$ cat src/rtl/sram_rw_if.sv
// Request, response and SRAM-port signals of the SRAM read/write controller.
// The controller uses the slave modport; the requester/SRAM side uses master.
`timescale 1ns/1ps
interface sram_rw_if #(
    parameter int ADDR_W = 12,
    parameter int DATA_W = 24,
    parameter int MASK_W = 4
);
    logic              req_valid;
    logic              req_ready;
    logic              req_write;
    logic [ADDR_W-1:0] req_addr;
    logic [MASK_W-1:0] req_wmask;
    logic [DATA_W-1:0] req_wdata;

    logic              resp_valid;
    logic              resp_ready;
    logic [DATA_W-1:0] resp_rdata;

    logic              init_done;

    logic              sram_en;
    logic              sram_wmode;
    logic [ADDR_W-1:0] sram_addr;
    logic [MASK_W-1:0] sram_wmask;
    logic [DATA_W-1:0] sram_wdata;
    logic [DATA_W-1:0] sram_rdata;

    modport slave (
        input  req_valid, req_write, req_addr, req_wmask, req_wdata,
        input  resp_ready, sram_rdata,
        output req_ready, resp_valid, resp_rdata, init_done,
        output sram_en, sram_wmode, sram_addr, sram_wmask, sram_wdata
    );

    modport master (
        output req_valid, req_write, req_addr, req_wmask, req_wdata,
        output resp_ready, sram_rdata,
        input  req_ready, resp_valid, resp_rdata, init_done,
        input  sram_en, sram_wmode, sram_addr, sram_wmask, sram_wdata
    );
endinterface

$ cat src/rtl/sram_rw_ctrl.sv
// SRAM read/write controller: optional zero-fill after reset, then single-port
// masked writes and reads with a 2-entry in-order read response FIFO.
`timescale 1ns/1ps
module sram_rw_ctrl #(
    parameter int ADDR_W  = 12,
    parameter int DATA_W  = 24,
    parameter int MASK_W  = 4,
    parameter bit INIT_EN = 1'b1
) (
    input  logic     clock,
    input  logic     reset,
    sram_rw_if.slave bus
);

    typedef enum logic {
        ST_INIT = 1'b0,
        ST_RUN  = 1'b1
    } state_t;

    localparam state_t            RESET_STATE = INIT_EN ? ST_INIT : ST_RUN;
    localparam logic [ADDR_W-1:0] LAST_ADDR   = '1;

    state_t            state_q, state_d;
    logic [ADDR_W-1:0] init_cnt_q, init_cnt_d;
    logic              inflight_q, inflight_d;
    logic [DATA_W-1:0] fifo_q [2];
    logic [DATA_W-1:0] fifo_d [2];
    logic              rd_ptr_q, rd_ptr_d;
    logic              wr_ptr_q, wr_ptr_d;
    logic [1:0]        count_q, count_d;

    logic              push;
    logic              pop;
    logic              accept;
    logic [2:0]        credit;

    always_comb begin
        state_d    = state_q;
        init_cnt_d = init_cnt_q;
        inflight_d = 1'b0;
        fifo_d     = fifo_q;
        rd_ptr_d   = rd_ptr_q;
        wr_ptr_d   = wr_ptr_q;

        push = inflight_q;
        pop  = (count_q != 2'd0) && bus.resp_ready;

        // A pop this cycle frees its slot for a read accepted now; without it
        // back-to-back reads would stall every other cycle.
        credit = {1'b0, count_q} + {2'b0, inflight_q} - {2'b0, pop};

        bus.req_ready  = (state_q == ST_RUN) && !reset && (credit < 3'd2);
        accept         = bus.req_valid && bus.req_ready;

        bus.sram_en    = 1'b0;
        bus.sram_wmode = 1'b0;
        bus.sram_addr  = bus.req_addr;
        bus.sram_wmask = '0;
        bus.sram_wdata = '0;

        case (state_q)
            ST_INIT: begin
                bus.sram_en    = 1'b1;
                bus.sram_wmode = 1'b1;
                bus.sram_addr  = init_cnt_q;
                bus.sram_wmask = '1;
                bus.sram_wdata = '0;
                init_cnt_d     = init_cnt_q + 1'b1;
                if (init_cnt_q == LAST_ADDR) begin
                    state_d = ST_RUN;
                end
            end
            ST_RUN: begin
                bus.sram_en = accept;
                if (accept) begin
                    bus.sram_wmode = bus.req_write;
                    bus.sram_wmask = bus.req_wmask;
                    bus.sram_wdata = bus.req_wdata;
                end
                inflight_d = accept && !bus.req_write;
            end
            default: begin
                state_d = RESET_STATE;
            end
        endcase

        if (push) begin
            fifo_d[wr_ptr_q] = bus.sram_rdata;
            wr_ptr_d         = ~wr_ptr_q;
        end
        if (pop) begin
            rd_ptr_d = ~rd_ptr_q;
        end
        count_d = count_q + {1'b0, push} - {1'b0, pop};

        bus.resp_valid = (count_q != 2'd0);
        bus.resp_rdata = bus.resp_valid ? fifo_q[rd_ptr_q] : '0;
        bus.init_done  = (state_q == ST_RUN);
    end

    always_ff @(posedge clock or posedge reset) begin
        if (reset) begin
            state_q    <= RESET_STATE;
            init_cnt_q <= '0;
            inflight_q <= 1'b0;
            fifo_q[0]  <= '0;
            fifo_q[1]  <= '0;
            rd_ptr_q   <= 1'b0;
            wr_ptr_q   <= 1'b0;
            count_q    <= 2'd0;
        end else begin
            // The credit check makes a push into a full FIFO unreachable.
            assert (!(push && (count_q == 2'd2)));
            state_q    <= state_d;
            init_cnt_q <= init_cnt_d;
            inflight_q <= inflight_d;
            fifo_q     <= fifo_d;
            rd_ptr_q   <= rd_ptr_d;
            wr_ptr_q   <= wr_ptr_d;
            count_q    <= count_d;
        end
    end

endmodule

$ cat src/flat_wrapper.sv
// flat-port wrapper written by rule: the top's interface ports become plain ports
module sram_rw_ctrl_flat 
#(
    parameter int ADDR_W  = 12,
    parameter int DATA_W  = 24,
    parameter int MASK_W  = 4,
    parameter bit INIT_EN = 1'b1
)
  (clock, reset, bus_req_valid, bus_req_write, bus_req_addr, bus_req_wmask, bus_req_wdata, bus_resp_ready, bus_sram_rdata, bus_req_ready, bus_resp_valid, bus_resp_rdata, bus_init_done, bus_sram_en, bus_sram_wmode, bus_sram_addr, bus_sram_wmask, bus_sram_wdata);
  sram_rw_if #(.ADDR_W(ADDR_W), .DATA_W(DATA_W), .MASK_W(MASK_W)) bus_i ();
  input  logic clock;
  input  logic reset;
  input wire logic [$bits(bus_i.req_valid)-1:0] bus_req_valid;
  input wire logic [$bits(bus_i.req_write)-1:0] bus_req_write;
  input wire logic [$bits(bus_i.req_addr)-1:0] bus_req_addr;
  input wire logic [$bits(bus_i.req_wmask)-1:0] bus_req_wmask;
  input wire logic [$bits(bus_i.req_wdata)-1:0] bus_req_wdata;
  input wire logic [$bits(bus_i.resp_ready)-1:0] bus_resp_ready;
  input wire logic [$bits(bus_i.sram_rdata)-1:0] bus_sram_rdata;
  output wire logic [$bits(bus_i.req_ready)-1:0] bus_req_ready;
  output wire logic [$bits(bus_i.resp_valid)-1:0] bus_resp_valid;
  output wire logic [$bits(bus_i.resp_rdata)-1:0] bus_resp_rdata;
  output wire logic [$bits(bus_i.init_done)-1:0] bus_init_done;
  output wire logic [$bits(bus_i.sram_en)-1:0] bus_sram_en;
  output wire logic [$bits(bus_i.sram_wmode)-1:0] bus_sram_wmode;
  output wire logic [$bits(bus_i.sram_addr)-1:0] bus_sram_addr;
  output wire logic [$bits(bus_i.sram_wmask)-1:0] bus_sram_wmask;
  output wire logic [$bits(bus_i.sram_wdata)-1:0] bus_sram_wdata;
  assign bus_i.req_valid = bus_req_valid;
  assign bus_i.req_write = bus_req_write;
  assign bus_i.req_addr = bus_req_addr;
  assign bus_i.req_wmask = bus_req_wmask;
  assign bus_i.req_wdata = bus_req_wdata;
  assign bus_i.resp_ready = bus_resp_ready;
  assign bus_i.sram_rdata = bus_sram_rdata;
  assign bus_req_ready = bus_i.req_ready;
  assign bus_resp_valid = bus_i.resp_valid;
  assign bus_resp_rdata = bus_i.resp_rdata;
  assign bus_init_done = bus_i.init_done;
  assign bus_sram_en = bus_i.sram_en;
  assign bus_sram_wmode = bus_i.sram_wmode;
  assign bus_sram_addr = bus_i.sram_addr;
  assign bus_sram_wmask = bus_i.sram_wmask;
  assign bus_sram_wdata = bus_i.sram_wdata;
  sram_rw_ctrl #(.ADDR_W(ADDR_W), .DATA_W(DATA_W), .MASK_W(MASK_W), .INIT_EN(INIT_EN)) u_core (.clock(clock), .reset(reset), .bus(bus_i));
endmodule
$ cat config.mk
export PLATFORM = sky130hd
export DESIGN_NAME = sram_rw_ctrl_flat
export DESIGN_NICKNAME = d
export VERILOG_FILES = /design/src/rtl/sram_rw_if.sv /design/src/rtl/sram_rw_ctrl.sv /design/src/flat_wrapper.sv
export SDC_FILE = /design/constraint.sdc
export NUM_CORES = 1
export LEC_CHECK = 0
export BUFFER_PORTS_ARGS = -buffer_cell sky130_fd_sc_hd__buf_2
export CAP_MARGIN = 20
export CELL_PAD_IN_SITES_DETAIL_PLACEMENT = 1
export CELL_PAD_IN_SITES_GLOBAL_PLACEMENT = 1
export CORE_ASPECT_RATIO = 0.6
export CORE_UTILIZATION = 37
export CTS_CLUSTER_DIAMETER = 40
export DETAILED_ROUTE_END_ITERATION = 6
export PLACE_DENSITY_LB_ADDON = 0.1
export SLEW_MARGIN = 25
export SYNTH_ARGS = -nofsm -noshare
export SYNTH_HDL_FRONTEND = slang
export SYNTH_SLANG_ARGS = --single-unit
$ cat constraint.sdc
create_clock -name clock -period 3.33 [get_ports clock]
set_input_delay 0.4995 -clock clock [delete_from_list [all_inputs] [get_ports clock]]
set_output_delay 0.4995 -clock clock [all_outputs]
set_load 0.005 [all_outputs]
Word-level counts from Yosys, hierarchy flattened
Cells that the tools add are included.
Widths: inputs -> output; s select.

operators by class
  equal/unequal tests = 1
  mux-type cells = 18
  order comparisons = 4
  reduce and logical (&&, ||, !) cells = 9
  bitwise logic cells = 5
  add/sub/neg operators = 5

operators by type and width
  kind                   count
  $mux 24                6
  $bwmux 48              1
  $pmux 24 s2            1
  $demux 24 s1           1
  $add 12x1->12 const B  1
  $eq 12x12->1 const B   1
  $mux 12                1
  $pmux 4 s2             1
  $logic_and 1x1->1      6
  $ge 2x2->1 const B     2
  $mux 1                 4
  $mux 4                 1
  $not 1->2              2
  $pmux 1 s2             2
  $add 2x1->3            1
  $lt 3x2->1 const B     1
  $not 1->1              3
  $sub 3x1->3            1
  $add 2x1->2            1
  $logic_not 1->1        2
  $lt 2x1->1 const B     1
  $reduce_bool 2->1      1
  $sub 2x1->2            1

word-level totals
  flip-flop bits (word level) = 66
  output and inout bits = 69
  bits of input ports = 69
  word-level logic and storage cells = 50

Depth between registers and ports, before layout
Gate-level depths: netlist of run 1.

  depth after elaboration = 8
  depth in mapped cells = 10
  mapped depth without buffers = 9

Worst setup path after synthesis of run 1
No wires, ideal clock.

  path type = reg-to-output
  from = register u_core.count_q[1]
  to = output bus_sram_wmask[0]
  stages on the path, launching flop included = 11
  data required time = 2.830 ns
  arrival = 2.413 ns
  path buffers = 1
  setup slack = 0.418 ns
  cells stage by stage = dfrtp_1 -> nor2_1 -> nor2b_1 -> ha_1 -> inv_1 -> ha_1 -> fa_1 -> xnor2_1 -> and4b_1 -> buf_4 -> a21bo_2

between the ends
  word-level cells in the longest chain between the ends = 8
  elaborated cells between the ends (all ways) = 9
  those cells by class = add/sub (2); order compare (1); mux (2); reduce/logical (4)

ends and longest elaborated chain
  element                 RTL line             text
  start, declared         sram_rw_ctrl.sv:30   logic [1:0] count_q, count_d;
  start signal, assigned  sram_rw_ctrl.sv:120  count_q <= count_d;
  $reduce_bool 2->1       sram_rw_ctrl.sv:46   pop = (count_q != 2'd0) && bus.resp_ready;
  $logic_and 1x1->1       sram_rw_ctrl.sv:46
  net u_core.pop          sram_rw_ctrl.sv:33   logic pop;
  $sub 3x1->3             sram_rw_ctrl.sv:50   credit = {1'b0, count_q} + {2'b0, inflight_q} - {2'b0, pop};
  $lt 3x2->1              sram_rw_ctrl.sv:52   bus.req_ready = (state_q == ST_RUN) && !reset && (credit < 3'd2);
  $logic_and 1x1->1       sram_rw_ctrl.sv:52
  $logic_and 1x1->1       sram_rw_ctrl.sv:53   accept = bus.req_valid && bus.req_ready;
  $mux 4                  sram_rw_ctrl.sv:75   if (accept) begin
  $pmux 4 s2              sram_rw_ctrl.sv:61   case (state_q)
  end, declared           flat_wrapper.sv:27   output wire logic [$bits(bus_i.sram_wmask)-1:0] bus_sram_wmask;

The timed path passes the listed nets, and every way through them passes these cells.

Final worst setup path of run 1
  from = register u_core.count_q[0]
  to = output bus_sram_wmask[1]

The elaborated chain is that of the path after synthesis.

==> summary.md, run 1 <==
| Metric | Value |
|---|---|
| RSZ-0062 raised after global routing | `false` |
| Num CTS Buffers | `9` |
| WP buf/inv | `2` |
| Fin util | `52.1%` |
| Largest net degree at the start of global routing | `32` |
| Xor and xnor area share after synthesis | `3.67%` |
| First-pass GRT wire length | `12.9 mm` |
| Initial Utilization | `38.8%` |
| Total Wirelength | `8.59 mm` |
| Mux cell area share after synthesis | `27.7%` |
| Synth Area in Compound Gates | `1.80%` |
| Number of flops mapped to enable cells by yosys | `0` |
| FF-to-FF End | `u_core.inflight_q` |
| Mapped Cells | `273` |
| Worst slew pin tran | `645 ps` |
| Main combinational cell family by area after synthesis | `multiplexers` |
| Routed via count | `2,568` |
| CTS max path bufs | `2` |
| Top cells by area, synth | `dfrtp_1 (49%), mux2_2 (21%), mux2i_1 (7.2%)` |
| Max stage delay on crit path | `390 ps` |
| Placed insts | `512` |
| Post-DP Area | `4130 um2` |
| Layout overhead on the synthesized area | `34.4%` |
| CP Data Required Time | `2830 ps` |
| CTS tree | `done` |
| Count of maximum capacitance violations | `0` |
| Most frequent cells after synthesis | `dfrtp_1 (66), mux2_2 (61), nor2_1 (27)` |
| R2r startpoint | `u_core.count_q[0]` |
| Final ANT Viol Nets | `0` |
| Reg clk slew, reported paths | `50 ps` |
| Share of the synthesized area in the top cell type | `49.4%` |
| Post-synthesis net count | `346` |
| Crit path cell chain | `nor2_2 > nor2b_2 > ha_1 > inv_1 > ha_1 > fa_2 > xnor2_2 > and4b_2 > a21bo_2 > buf_2` |
| Nets | `488` |
| Synth Warn # | `0` |
| Tcrit/Tclk final | `95.8%` |
| PD cells | `569 nW/um2` |
| # IOs | `138` |
| FP Rows | `26` |
| Ys async rst share | `100%` |
| Tot Pwr | `2560 uW` |
| Area taken by multi-input logic gates | `1630 um2` |
| CP Capture Type | `primary output` |
| Core area | `8620 um2` |
| Share of cells above drive strength 1 | `55.7%` |
| Synth Register Bits | `66` |
| Largest area contributor in the netlist | `dfrtp_1` |
| CTS H-tree depth | `3` |
| DR pass1 iterations | `4` |
| IO Port Bufs | `137` |
| Fin Setup TNS | `0 ps` |
| Simple-gate portion of the synthesized area | `12.1%` |
| Mapped Area | `3340 um2` |
| Top-count cell post-synth | `dfrtp_1` |
| Congestion Overflow GR | `0` |
| Final Non-Filler Cells | `532` |
| CP most frequent cell | `ha_1` |
| R2R cell count | `9` |
| Maximum clock rate | `0.313 GHz` |
| R2R Setup Slk | `1010 ps` |
| Clk sink count | `66` |
| Clock Latency Late Sink | `320 ps` |
| Outcome | `completed` |
| CP arrival | `2690 ps` |
| CTS Root Cell | `clkbuf_16` |
| Final Cell Area | `4490 um2` |
| Die footprint | `9430 um2` |
| Syn Area/Cell | `12.2 um2` |
| Critical Path Source Type | `flip-flop` |
| DIE HEIGHT | `75.6 um` |
| Ys flop type | `dfrtp_1` |
| Static Leak | `0.00232 uW` |
| DR vias/cell | `4.83` |
| GRT Overall Usage | `18.1%` |
| # DRC | `0` |
| Drt first-iter violations | `62` |
| VDD IR max | `0.314 mV` |
| Slowest cell on crit path | `dfrtp_1` |
| Min-delay worst type | `input pin to asynchronous set/reset pin` |
| Initial antenna violation count | `1` |
| Hold buffers post-CTS | `0` |
| CP top delay family | `adder cells` |
| Gpl congestion | `0.738` |
| Vias in the first global route | `2,549` |
| Slew margin rel. | `57.0%` |
| Post-synthesis sequential area ratio | `49.4%` |
| Post-layout min period | `3190 ps` |
| N_diodes | `0` |
| Synth unique cells | `28` |
| Routed WL per cell | `16.1 um` |
| Die width | `125 um` |
| Crit. Startpoint | `u_core.count_q[0]` |
| Final Skew | `3.11 ps` |
| Crit path kind | `flip-flop to primary output` |
| Fraction of the mapped netlist area in adder cells | `1.72%` |
| Endpoints failing setup | `0` |
| Highest net fanout along the worst path | `7` |
| Final Hold Vio Count | `0` |
| FF/Latch Area | `1650 um2` |
| Final Max Tran Viols | `0` |
| Fillers | `952` |
| Detail Placement HPWL | `6.05 mm` |
==> power breakdown <==
part,leakage (uW),internal [uW],switching (uW),total [uW]
Combinational,0.00139,356,368,723
Clock,0.000147,619,316,936
Sequential,0.000789,853,43.4,897
==> cells by family after synthesis <==
family          after synthesis
xor+xnor                     14
fa+ha+maj                     4
simple gates                 75
buf+inv                      23
mux                          85
flops                        66
compound gates                6
==> what timing repair did <==
item	4_1_cts	5_1_grt
buffers inserted	0	1
endpoints found under the setup margin	30	30
hold endpoints to repair	0	0
resized for setup	2	6
gates cloned	0	3
pin swaps	1	4
==> per-layer routing <==
layer,vias to the layer above,global-route usage (%),wire [um]
li1,1232,-,-
met1,1235,22.9,3810
met2,90,30.8,4160
met3,9,6.25,555
met4,2,4.02,53
met5,-,0,10
==> final cells by class <==
type                       count  area share [%]
sequential                    66            36.8
multi-input combinational    187            36.4
timing repair buffer         145            16.6
clock buffer                  14            5.88
tap                          112            3.12
clock inverter                 2           0.780
inverter                       6           0.501
==> cell usage in the layout (no fill, tap or decap), drive strengths merged, types with 2 or more instances in the layout <==
cell,n
mux2i,24
nand2b,3
inv,6
and2,24
and4b,5
nor2b,2
xor2,6
xnor2,8
clkbuf,14
dfrtp,66
buf,145
ha,3
nand2,3
and3,3
nand3,4
a21bo,5
mux2,61
nor2,27
==> worst register-to-register path, cell delays in order (launching register included) <==
cell     delay [ps]
dfrtp_1         390
nor2_2          160
nor2b_2          80
ha_1            290
inv_1            60
ha_1            150
fa_2            470
nor2_4          150
and4b_2         350
nor2b_1         150
==> worst max-delay path by stage <==
stage / slack (ps) / to / depth (start not counted)
global placement: -20 / bus_sram_wmask[0] / 10
CTS: 5 / bus_sram_wdata[18] / 10
finish: 140 / bus_sram_wmask[1] / 10
global route: 30 / bus_sram_wmask[0] / 10
floorplan: 420 / bus_sram_wmask[0] / 10
detailed placement: -140 / bus_sram_wmask[2] / 10
==> registers in the layout (all words and copies together) (netlist names) <==
name and flops:
u_core.rd_ptr_q 1, u_core.inflight_q 1, u_core.count_q 2, u_core.fifo_q 48, u_core.wr_ptr_q 1, u_core.init_cnt_q 12
u_core.bus.init_done 1
==> through the flow <==
stage	hold slack [ps]	setup slack [ps]
after detailed placement	475	-142
after global placement	465	-19.6
after floorplan	452	418
after global routing	346	29.1
after CTS	300	5.15
final	299	139
No activity file was read; power rests on OpenSTA's default activity.
==> run 2, diff against run 1 <==
--- a/config.mk
+++ b/config.mk
@@ -13,7 +13,7 @@
 export CORE_UTILIZATION = 37
 export CTS_CLUSTER_DIAMETER = 40
 export DETAILED_ROUTE_END_ITERATION = 6
-export PLACE_DENSITY_LB_ADDON = 0.1
+export PLACE_DENSITY = 0.82
 export SLEW_MARGIN = 25
 export SYNTH_ARGS = -nofsm -noshare
 export SYNTH_HDL_FRONTEND = slang
==> summary.md, run 2 (synthesis results as in run 1) <==
| Metric | Value |
|---|---|
| Outcome | `completed` |
| Congestion Overflow GR | `0 (unchanged)` |
| Share of cells above drive strength 1 | `55.5% (-0.24 points)` |
| Num CTS Buffers | `9 (unchanged)` |
| Core area | `8620 um2 (unchanged)` |
| Slew margin rel. | `55.9% (-1.1 points)` |
| Count of maximum capacitance violations | `0 (unchanged)` |
| CP Data Required Time | `2830 ps (about the same)` |
| Endpoints failing setup | `0 (unchanged)` |
| CTS tree | `done` |
| Crit path kind | `flip-flop to primary output` |
| Critical Path Source Type | `flip-flop` |
| Max reg flops | `48 (unchanged)` |
| Initial antenna violation count | `1 (unchanged)` |
| Post-layout min period | `3230 ps (+41.5 ps)` |
| Post-DP Area | `4120 um2 (-0.12%)` |
| GRT Overall Usage | `18.5% (+0.35 points)` |
| PD cells | `557 nW/um2 (-2.1%)` |
| Gpl congestion | `0.711 (-3.7%)` |
| Tcrit/Tclk final | `97.1% (+1.2 points)` |
| First-pass GRT wire length | `13.2 mm (+2.1%)` |
| Fin Setup TNS | `0 ps (unchanged)` |
| CTS Root Cell | `clkbuf_16` |
| Biggest regs | `u_core.fifo_q (48), u_core.init_cnt_q (12), u_core.count_q (2)` |
| # DRC | `0 (unchanged)` |
| Sw power | `740 uW (+1.7%)` |
| Routed via count | `2,543 (-0.97%)` |
| Met2 Track Usage GR | `30.3% (-0.49 points)` |
| Final Worst Setup Slack | `97.6 ps (-41.5 ps)` |
| Largest net degree at the start of global routing | `54 (+69%)` |
| Maximum clock rate | `0.309 GHz (-1.3%)` |
| DR vias/cell | `4.77 (-1.2%)` |
| Drt first-iter violations | `55 (-11%)` |
| Clock Latency Late Sink | `330 ps (about the same)` |
| Global routing usage on met1 | `23.6% (+0.75 points)` |
| Most common cell after layout, fill and taps aside | `buf_2` |
| Initial Utilization | `38.8% (unchanged)` |
| # IOs | `138 (unchanged)` |
| Logic pwr share | `30.9% (+2.6 points)` |
| Routed WL per cell | `15.9 um (-1.3%)` |
| VDD IR max | `0.321 mV (+2.4%)` |
| Worst slew pin tran | `662 ps (+16.7 ps)` |
| GRT busiest layer | `met2` |
| Fin util | `51.9% (-0.23 points)` |
| Detail Placement HPWL | `5.86 mm (-3.1%)` |
| Post-place setup slack | `-130 ps (+12.1 ps)` |
| IO Port Bufs | `137 (unchanged)` |
| Reg clk slew, reported paths | `50 ps (about the same)` |
| Clk sink count | `66 (unchanged)` |
| Layout overhead on the synthesized area | `33.8%` |
| FP Rows | `26 (unchanged)` |
| Final Hold Vio Count | `0 (unchanged)` |
| Final Cell Area | `4470 um2 (-0.45%)` |
| Reg power frac | `35.5% (+0.4 points)` |
| Final ANT Viol Nets | `0 (unchanged)` |
| Most frequent cells in the layout | `buf_2 (137), dfrtp_1 (66), mux2_2 (61), nor2_1 (25)` |
| Highest net fanout along the worst path | `7 (unchanged)` |
| Final Max Tran Viols | `0 (unchanged)` |
| DR pass1 iterations | `3 (-1)` |
| Total Wirelength | `8.49 mm (-1.2%)` |
| CTS max path bufs | `2 (unchanged)` |
| Placed insts | `511 (-0.20%)` |
| Pint | `1750 uW (-4.2%)` |
| Largest Register | `u_core.fifo_q` |
| Met3 usage | `6.04% (-0.21 points)` |
| Nets | `488 (unchanged)` |
| DIE HEIGHT | `75.6 um (unchanged)` |
| Final Skew | `5.58 ps (+2.47 ps)` |
| CP arrival | `2730 ps (+40 ps)` |
| Min-delay worst type | `input pin to asynchronous set/reset pin` |
| Die width | `125 um (unchanged)` |
| Clock share of power | `33.6% (-3.0 points)` |
| Static Leak | `0.00231 uW (-0.54%)` |
| CP Capture Type | `primary output` |
| CTS H-tree depth | `3 (unchanged)` |
| Final Non-Filler Cells | `533 (+0.19%)` |
| Die footprint | `9430 um2 (unchanged)` |
| Vias in the first global route | `2,603 (+2.1%)` |
| Sw Share | `29.7% (+1.2 points)` |
## run 2: cell types whose count changed in the layout (fill, tap and decap cells not counted)
cell / change
clkinv_2: +2
bufinv_16: -1
clkbuf_8: -1
diode_2: +1
inv_2: -1
inv_4: +1
nor2b_1: +1
nor2b_2: -1
xnor2_2: -1
xnor2_4: +1
## run 2: per-layer routing
metal  vias up  wire, um
met1      1227      3940
li1       1228         -
met5         -         0
met4         0        62
met2        81      3980
met3         7       504
## run 2: critical path, stage by stage (launching register included)
cell and delay [ps]:
dfrtp_1 390, nor2_2 150, nor2b_1 90, ha_1 280, inv_1 40, ha_1 180
fa_2 570, nor2_4 50, and4b_2 300, a21bo_2 220, buf_2 120
## run 2: path summary, 6_finish.rpt
kind                                             end               from  cells after the start  slack (ps)
worst max-delay path               bus_sram_wmask[2]  u_core.count_q[1]                     10         100
worst min-delay path            u_core.init_cnt_q[0]              reset                      2         310
worst max register to register     u_core.inflight_q  u_core.count_q[1]                      9        1000
worst min register to register       u_core.wr_ptr_q    u_core.wr_ptr_q                      1         480
max in group asynchronous          u_core.fifo_q[47]              reset                      3        2350
min in group clock                 u_core.inflight_q      bus_req_write                      2         350
## run 2: layout make-up
class / instances / area, um2
Tap cell: 112 / 140
Multi-Input combinational cell: 187 / 1640
Inverter: 6 / 25.0
Clock buffer: 13 / 250
Sequential cell: 66 / 1650
Clock inverter: 3 / 15.0
Antenna cell: 1 / 2.50
Fill cell: 954 / 4150
Timing Repair Buffer: 145 / 746
## run 2: through the flow
step	power, uW	hold slack, ps
floorplan	1300	452
CTS	2470	303
finish	2490	307
global route	2640	342
global placement	1550	467
detailed placement	1580	471
## run 2: power groups by stage
stage	clock network (uW)	registers [uW]	logic, uW
detailed placement	0	899	679
global route	897	890	854
finish	838	884	770
floorplan	0	885	412
global placement	0	897	654
CTS	868	888	716
## run 2: what timing repair did
action / CTS / global route
cloned: 2 / 1
buffers inserted: 0 / 2
endpoints found under the setup margin: 30 / 30
hold buffers: 0 / 0
gates resized for setup: 5 / 3
pin swaps: 3 / 4
